## src/rtl/irq_encoder_8_3_pkg.sv

```systemverilog
// Shared widths and FSM encoding for the 8-to-3 interrupt request encoder.
// IRQ_ENC_ROUND_ROBIN_EN selects round-robin instead of lowest-index priority.
package irq_enc_pkg;
  localparam int N_REQ  = 8;
  localparam int CODE_W = 3;

  typedef enum logic {
    IDLE    = 1'b0,
    PRESENT = 1'b1
  } state_t;
endpackage

```

## src/rtl/irq_encoder_8_3_if.sv

```systemverilog
// Request/grant bundle between request sources, the encoder and the control unit.
interface irq_encoder_8_3_if
  import irq_enc_pkg::*;
();
  logic [N_REQ-1:0]  req;
  logic [N_REQ-1:0]  mask;
  logic              en;
  logic              ack;
  logic [CODE_W-1:0] code;
  logic              valid;
  logic [N_REQ-1:0]  pending;

  modport master (output req, mask, en, ack, input code, valid, pending);
  modport slave  (input req, mask, en, ack, output code, valid, pending);
endinterface

```

## src/rtl/irq_encoder_8_3_prio_find_8.sv

```systemverilog
// Combinational search for the first set candidate bit at or after start, wrapping at 8.
module prio_find_8
  import irq_enc_pkg::*;
(
  input  logic [N_REQ-1:0]  cand,
  input  logic [CODE_W-1:0] start,
  output logic [CODE_W-1:0] idx,
  output logic              any
);
  logic [CODE_W-1:0] pos_s;

  // Scan from the farthest offset down so the nearest hit is assigned last.
  always_comb begin
    idx   = {CODE_W{1'b0}};
    any   = 1'b0;
    pos_s = {CODE_W{1'b0}};
    for (int i = N_REQ - 1; i >= 0; i--) begin
      pos_s = start + CODE_W'(i);
      if (cand[pos_s]) begin
        idx = pos_s;
        any = 1'b1;
      end else begin
        idx = idx;
        any = any;
      end
    end
  end
endmodule

```

## src/rtl/irq_encoder_8_3.sv

```systemverilog
// Captures request lines into a pending register and presents one eligible index
// with a valid/ack handshake. Optional macro: IRQ_ENC_ROUND_ROBIN_EN.
module irq_encoder_8_3 #(
  parameter int N_REQ  = 8,
  parameter int CODE_W = 3,
  parameter int EDGE   = 1
) (
  input logic             clk,
  input logic             rst_n,
  irq_encoder_8_3_if.slave bus
);
  import irq_enc_pkg::*;

  state_t            state_r, state_n;
  logic [CODE_W-1:0] code_r, code_n, idx_s, start_s;
  logic              valid_r, valid_n, any_s;
  logic [N_REQ-1:0]  pending_r, pending_n, req_d_r, set_s, clr_s, cand_s;

  // Capture and clear of pending bits; a coincident set keeps the bit pending.
  always_comb begin
    set_s = (EDGE != 0) ? (bus.req & ~req_d_r) : bus.req;
    clr_s = {N_REQ{1'b0}};
    if ((state_r == PRESENT) && bus.ack) begin
      clr_s[code_r] = 1'b1;
    end else begin
      clr_s = {N_REQ{1'b0}};
    end
    pending_n = set_s | (pending_r & ~clr_s);
    cand_s    = pending_r & ~bus.mask;
  end

`ifdef IRQ_ENC_ROUND_ROBIN_EN
  logic [CODE_W-1:0] rr_ptr_r;

  // Last serviced index; the search starts just after it.
  always_ff @(posedge clk or negedge rst_n) begin
    if (!rst_n) begin
      rr_ptr_r <= {CODE_W{1'b1}};
    end else if ((state_r == PRESENT) && bus.ack) begin
      rr_ptr_r <= code_r;
    end else begin
      rr_ptr_r <= rr_ptr_r;
    end
  end

  assign start_s = rr_ptr_r + CODE_W'(1);
`else
  assign start_s = {CODE_W{1'b0}};
`endif

  prio_find_8 u_prio (
    .cand  (cand_s),
    .start (start_s),
    .idx   (idx_s),
    .any   (any_s)
  );

  // Grant FSM: code/valid are frozen while presenting, whatever mask or en do.
  always_comb begin
    state_n = state_r;
    code_n  = code_r;
    valid_n = valid_r;
    case (state_r)
      IDLE: begin
        if (bus.en && any_s) begin
          code_n  = idx_s;
          valid_n = 1'b1;
          state_n = PRESENT;
        end else begin
          valid_n = 1'b0;
        end
      end
      PRESENT: begin
        if (bus.ack) begin
          valid_n = 1'b0;
          state_n = IDLE;
        end else begin
          valid_n = 1'b1;
        end
      end
      default: begin
        valid_n = 1'b0;
        state_n = IDLE;
      end
    endcase
  end

  // State and output registers.
  always_ff @(posedge clk or negedge rst_n) begin
    if (!rst_n) begin
      state_r   <= IDLE;
      code_r    <= {CODE_W{1'b0}};
      valid_r   <= 1'b0;
      pending_r <= {N_REQ{1'b0}};
      req_d_r   <= {N_REQ{1'b0}};
    end else begin
      state_r   <= state_n;
      code_r    <= code_n;
      valid_r   <= valid_n;
      pending_r <= pending_n;
      req_d_r   <= bus.req;
    end
  end

  assign bus.code    = code_r;
  assign bus.valid   = valid_r;
  assign bus.pending = pending_r;
endmodule

```

## src/flat_wrapper.sv

```systemverilog
// flat-port wrapper written by rule: the top's interface ports become plain ports
module irq_encoder_8_3_flat import irq_enc_pkg::*;
#(
  parameter int N_REQ  = 8,
  parameter int CODE_W = 3,
  parameter int EDGE   = 1
)
  (clk, rst_n, bus_req, bus_mask, bus_en, bus_ack, bus_code, bus_valid, bus_pending);
  irq_encoder_8_3_if bus_i ();
  input logic clk;
  input logic rst_n;
  input wire logic [$bits(bus_i.req)-1:0] bus_req;
  input wire logic [$bits(bus_i.mask)-1:0] bus_mask;
  input wire logic [$bits(bus_i.en)-1:0] bus_en;
  input wire logic [$bits(bus_i.ack)-1:0] bus_ack;
  output wire logic [$bits(bus_i.code)-1:0] bus_code;
  output wire logic [$bits(bus_i.valid)-1:0] bus_valid;
  output wire logic [$bits(bus_i.pending)-1:0] bus_pending;
  assign bus_i.req = bus_req;
  assign bus_i.mask = bus_mask;
  assign bus_i.en = bus_en;
  assign bus_i.ack = bus_ack;
  assign bus_code = bus_i.code;
  assign bus_valid = bus_i.valid;
  assign bus_pending = bus_i.pending;
  irq_encoder_8_3 #(.N_REQ(N_REQ), .CODE_W(CODE_W), .EDGE(EDGE)) u_core (.clk(clk), .rst_n(rst_n), .bus(bus_i));
endmodule
```

## config.mk

```make
export PLATFORM = sky130hd
export DESIGN_NAME = irq_encoder_8_3_flat
export DESIGN_NICKNAME = d
export VERILOG_FILES = /design/src/rtl/irq_encoder_8_3_pkg.sv /design/src/rtl/irq_encoder_8_3_if.sv /design/src/rtl/irq_encoder_8_3_prio_find_8.sv /design/src/rtl/irq_encoder_8_3.sv /design/src/flat_wrapper.sv
export SDC_FILE = /design/constraint.sdc
export NUM_CORES = 1
export LEC_CHECK = 0
export BUFFER_PORTS_ARGS = -buffer_cell sky130_fd_sc_hd__buf_2
export CORE_MARGIN = 4
export CORE_UTILIZATION = 45
export CTS_BUF_LIST = sky130_fd_sc_hd__clkbuf_16
export DETAILED_ROUTE_END_ITERATION = 10
export PLACE_DENSITY = 0.74
export REMOVE_ABC_BUFFERS = 1
export SYNTH_ARGS = -nofsm -noshare
export SYNTH_HDL_FRONTEND = slang
export SYNTH_SLANG_ARGS = --single-unit
export TNS_END_PERCENT = 5
```

## constraint.sdc

```tcl
create_clock -name clk -period 2.6 [get_ports clk]
set_clock_uncertainty 0.1 [all_clocks]
set_input_delay 0.26 -clock clk [delete_from_list [all_inputs] [get_ports clk]]
set_output_delay 0.26 -clock clk [all_outputs]
set_load 0.01 [all_outputs]
```

== Word level (Yosys, flattened, before mapping) ==
Index checks and enable logic that the tools add are counted.

* Flip-flop bits (word level): 20
* Bits in latches: 0
* Memory bits (writable): 0
* Memory bits (read-only): 0
* Output and inout port bits: 12
* Word-level logic and storage cells: 40
* Memories: 0

* Add/sub/neg operators: 0
* Multiply operators: 0
* Divide/modulo/power cells: 0
* $lt $le $gt $ge: 2
* Equality and inequality tests: 0
* Shift-type cells: 0
* Muxes and demuxes: 22
* Bitwise gates (word level): 8
* Reduce and logical (&&, ||, !) cells: 4

{| class="wikitable"
|+ Operators by type and width
! operator !! count
|-
| 8-bit bitwise AND || 3
|-
| 3-bit two-way mux || 8
|-
| 8-bit NOT || 3
|-
| 1-bit two-way mux || 11
|-
| 8-bit two-way mux || 1
|-
| 8-bit OR || 1
|-
| 3-bit by 4-bit less-than comparator with 1-bit output, second input constant || 1
|-
| 1-bit demux with 3-bit select || 1
|-
| 3-bit by 1-bit >= comparator with 1-bit output, second input constant || 1
|-
| 1-bit logical AND || 3
|-
| 1-bit case mux with 2 select lines || 1
|-
| 2-bit AND reduction || 1
|-
| 1-bit NOT || 1
|}

== Longest topological paths before layout ==
* Word-level depth: 13
* Gate-level depth with buffers: 4

== By module ==
From an unflattened synthesis, not the netlist that was laid out.

* Cell total of the unflattened synthesis: 154
* Area total of the unflattened synthesis: 1540.2 µm²

{| class="wikitable"
|+ By module, submodules not included
! module !! times used !! cells each !! area each (µm²) !! sequential area each (µm²)
|-
| prio_find_8 || 1 || 90 || 782.0 || 0.0
|-
| irq_encoder_8_3 || 1 || 64 || 758.2 || 500.5
|}

== Least setup slack after synthesis ==
Ideal clock, no wire load.

* Path type: register -> register
* Start: register u_core.pending_r[3] (netlist: u_core.bus.pending[3])
* End: register u_core.code_r[0] (netlist: u_core.bus.code[0])
* Setup time: 0.125 ns
* Data arrival time: 1.132 ns
* Data required time: 2.375 ns
* Path slack: 1.243 ns
* Stages on the path, launching flop included: 5
* Path buffers: 0
* Clock period less this slack: 1.357 ns
* Cell sequence: dfrtp_1 nand2b_1 nand4_1 o21ai_1 mux2_2

* Cells in the longest elaborated chain, start to end: 7
* Elaborated cells between the ends (all ways): 11

{| class="wikitable"
|+ RTL lines
! element !! line !! RTL
|-
| from (decl) || irq_encoder_8_3.sv:17 || <nowiki>logic [N_REQ-1:0] pending_r, pending_n, req_d_r, set_s, clr_s, cand_s;</nowiki>
|-
| from (signal assigned) || irq_encoder_8_3.sv:94 || <nowiki>pending_r <= {N_REQ{1'b0}};</nowiki>
|-
| from (signal assigned) || irq_encoder_8_3.sv:100 || <nowiki>pending_r <= pending_n;</nowiki>
|-
| 8-bit bitwise AND (*) || irq_encoder_8_3.sv:29 || <nowiki>cand_s = pending_r & ~bus.mask;</nowiki>
|-
| 1-bit two-way mux (4 in series) || irq_encoder_8_3_prio_find_8.sv:19 || <nowiki>if (cand[pos_s]) begin</nowiki>
|-
| 1-bit logical AND || irq_encoder_8_3.sv:65 || <nowiki>if (bus.en && any_s) begin</nowiki>
|-
| 2-bit AND reduction (no line) || n/a ||
|-
| to (signal assigned) || irq_encoder_8_3.sv:92 || <nowiki>code_r <= {CODE_W{1'b0}};</nowiki>
|-
| to (signal assigned) || irq_encoder_8_3.sv:98 || <nowiki>code_r <= code_n;</nowiki>
|-
| to (decl) || irq_encoder_8_3.sv:15 || <nowiki>logic [CODE_W-1:0] code_r, code_n, idx_s, start_s;</nowiki>
|}

Every way passes the cells marked *; elsewhere a longest branch is shown, timed or not.
A chain may end at the register's enable or synchronous reset.

== Worst setup path after layout ==
* Start: register u_core.pending_r[1] (netlist: u_core.bus.pending[1])
* End: register u_core.code_r[0] (netlist: u_core.bus.code[0])

* Cells in the longest elaborated chain, start to end: 5
* Elaborated cells between the ends (all ways): 7

{| class="wikitable"
|+ RTL lines
! element !! line
|-
| 8-bit bitwise AND (*) || irq_encoder_8_3.sv:29
|-
| 1-bit two-way mux (2 in series) || irq_encoder_8_3_prio_find_8.sv:19
|-
| 1-bit logical AND || irq_encoder_8_3.sv:65
|-
| 2-bit AND reduction (no line) || n/a
|}

Marked as above.

==> impl_metrics.toml <==
[routing]
drt-initial-drc-count = 15
num_vias = 700
drt_pass1_iterations = 4
post-route-drc-count = 0
wl_per_cell_um = 14.0
totalWireLength_mm = 1.95
antenna_violating_nets_post_route = 0
viasPerCell = 5.04

[status]
outcome = "completed"

[placement]
dp_hpwl_mm = 1.36
globalplace.congestion = 0.823
placed_cells_incl_taps = 134
io_buffers = 31
placed_area_sq_mm = 0.00102

[worst_setup_path]
crit_path_max_fanout = 3
worst_path_max_delay_cell = "sky130_fd_sc_hd__dfrtp_1"
timing.setup.critical_path_class = "reg2reg"
cp_cell_sequence = "nand2b_1, nand4_1, o21ai_1, mux2_2"
worst_setup_path_start_kind = "flip-flop"
worst_ep_required_time_ns = 2.64
timing.critical_path.slowest_cell_delay_ns = 0.39
setup.worst_path.end_class = "flip-flop"
worst_ep_arrival_time_ns = 1.53

[cts]
clkTransAtPathRegs_ns = 0.06
cts_root_buffer = "sky130_fd_sc_hd__clkbuf_16"
worst_skew_pair.late_latency_ns = 0.26
max-clock-path-buffers = 2
cts.sink_count = 20
htree_num_levels = 1
tritoncts_clock_tree = "done"
cts_inserted_buffers = 3

[synthesis]
synth_cell_type_count = 17
synth.largest_area_cell = "sky130_fd_sc_hd__dfrtp_1"
ys_seq_area_frac = 0.597
synth_top_cells_by_area = "sky130_fd_sc_hd__dfrtp_1 60%, sky130_fd_sc_hd__o21ai_0 9.0%, sky130_fd_sc_hd__nand2b_1 6.0%, sky130_fd_sc_hd__inv_1 4.0%, sky130_fd_sc_hd__nand2b_4 3.3%"
synth_seq_cells = 20
synth.cell_area_sq_um = 838
synthesis.instances = 78
post_synth.cell_area_avg_sq_um = 10.7
synth_top_area_frac = 0.597
synth-warning-count = 0

[worst_hold_path]
hp-class = "in2reg"

[timing]
rsz_0062_raised_after_global_routing = "false"
layout_min_cycle_time_ns = 1.49
post-route-period-util = 0.573
final_hold_viol_count = 0
finalSetupViolCount = 0
fmax_ghz = 0.671
max-slew-margin-rel = 0.708
final_slew_violations = 0
fin_setup_tns_ns = 0
worst-slew-pin-transition_ns = 0.439

[floorplanning]
die-area_sq_mm = 0.00262
ioPinCount = 32
dieHeight_um = 51.2
core.rowCount = 15
effective_utilization_at_floorplan = 0.480
die_w_um = 51.2
fp.coreArea_sq_mm = 0.00175

[power]
p_leak_nw = 0.536
irDropWorstVdd_mv = 0.585
p_per_area_mw_per_mm2 = 905

[global_route]
grt_start_max_net_pins = 21
antenna_found_initial = 0
first_pass_grt_wire_length_mm = 3.17
grt_pass1_vias = 733
grt_use_total = 0.170
grt_remaining_overflow = 0

[layout]
final_common_cell = "sky130_fd_sc_hd__buf_2"
layout.cells.non_filler = 139
most-common-layout-cells = "31 x sky130_fd_sc_hd__buf_2, 20 x sky130_fd_sc_hd__dfrtp_1, 15 x sky130_fd_sc_hd__o21ai_0"
areaGrowthSynthToFinish_pct = 36.0
area_used_by_multi_input_combinational_logic_sq_um = 304
post-route-cell-area_sq_mm = 0.00114
seq_area_sq_um = 500
fillCellCount = 160
drive_gt1_frac = 0.342
nets = 135
antenna_cells_inserted = 0

[flow_run]
max_cap_violations = 0
## flip-flops by register name, summed over array words and instances (netlist names)
register and cells:
u_core.bus.valid 1, u_core.bus.pending 8, u_core.req_d_r 8, u_core.bus.code 3
## stage by stage
| stage | utilization | total power, W | setup slack [ns] | hold WS, ns |
|---|---|---|---|---|
| after CTS | 0.653 | 0.00104 | 1.11 | 0.0205 |
| after global placement | 0.587 | 0.000603 | 1.22 | 0.129 |
| after global routing | 0.653 | 0.00108 | 1.06 | 0.0214 |
| after floorplan | - | 0.000515 | 1.24 | -0.136 |
| final | 0.653 | 0.00103 | 1.11 | 0.0212 |
| after detailed placement | 0.587 | 0.000611 | 1.17 | 0.129 |
## cell usage after synthesis
cell type,n
sky130_fd_sc_hd__a22o_1,1
sky130_fd_sc_hd__o21ai_0,15
sky130_fd_sc_hd__nand2b_1,8
sky130_fd_sc_hd__inv_1,9
sky130_fd_sc_hd__dfrtp_1,20
sky130_fd_sc_hd__a31o_1,1
sky130_fd_sc_hd__nand3_1,1
sky130_fd_sc_hd__o31ai_1,2
sky130_fd_sc_hd__nand2_1,3
sky130_fd_sc_hd__mux2_2,1
sky130_fd_sc_hd__a21oi_1,4
sky130_fd_sc_hd__nand3b_1,1
sky130_fd_sc_hd__nor2b_1,3
sky130_fd_sc_hd__nand4_1,3
sky130_fd_sc_hd__o21ai_1,3
sky130_fd_sc_hd__nand2b_4,2
sky130_fd_sc_hd__and3_4,1
## layout make-up
class	instances	area share
multi-input cells	49	0.267
inverters	9	0.0296
well taps	25	0.0274
repair buffers	32	0.145
clock buffers	3	0.0659
flip-flops and latches	20	0.439
clock inverters	1	0.0263
## kinds of logic after synthesis
group / Yosys count / synth area share
compound gates: 26 / 0.170
simple gates: 22 / 0.179
flops: 20 / 0.597
buf+inv: 9 / 0.0403
mux: 1 / 0.0134
## critical path, delay by kind of cell, from the launching register on
family	cells	cell delay (ns)
AOI/OAI and AO/OA	1	0.22
DFF	1	0.39
muxes	1	0.36
and+or+nand+nor	2	0.30
## layer usage
layer | track usage | wire length (um) | part of all wire
met5 | 0 | 0 | 0
met4 | 0.0852 | 32 | 0.016
met3 | 0.0671 | 152 | 0.078
met2 | 0.288 | 955 | 0.49
met1 | 0.183 | 806 | 0.41
## where the power goes
| part | switching (W) | internal, W | leakage, nW |
|---|---|---|---|
| clock network | 0.000117 | 0.000306 | 0.0511 |
| logic | 0.000108 | 0.0000919 | 0.269 |
| registers | 0.0000516 | 0.000358 | 0.215 |
| total | 0.000276 | 0.000756 | 0.536 |
## worst paths after layout
path,endpoint,slack [ns],cells past startpoint,start
min,u_core.req_d_r[1]$_DFF_PN0_,0.02,1,bus_req[1]
max reg2reg,u_core.bus.code[0]$_DFFE_PN0P_,1.11,4,u_core.bus.pending[1]$_DFF_PN0_
max in group asynchronous,u_core.req_d_r[3]$_DFF_PN0_,1.71,2,rst_n
min reg2reg,u_core.bus.pending[3]$_DFF_PN0_,0.32,1,u_core.req_d_r[3]$_DFF_PN0_
min in group asynchronous,u_core.bus.code[0]$_DFFE_PN0P_,0.38,2,rst_n
max,u_core.bus.code[0]$_DFFE_PN0P_,1.11,4,u_core.bus.pending[1]$_DFF_PN0_
## timing repair
item	in CTS	in global routing
resized for setup	0	0
hold endpoints to repair	20	0
hold buffers	1	0
setup buffers	0	0
Note: power is estimated with default switching activity, not from simulation.
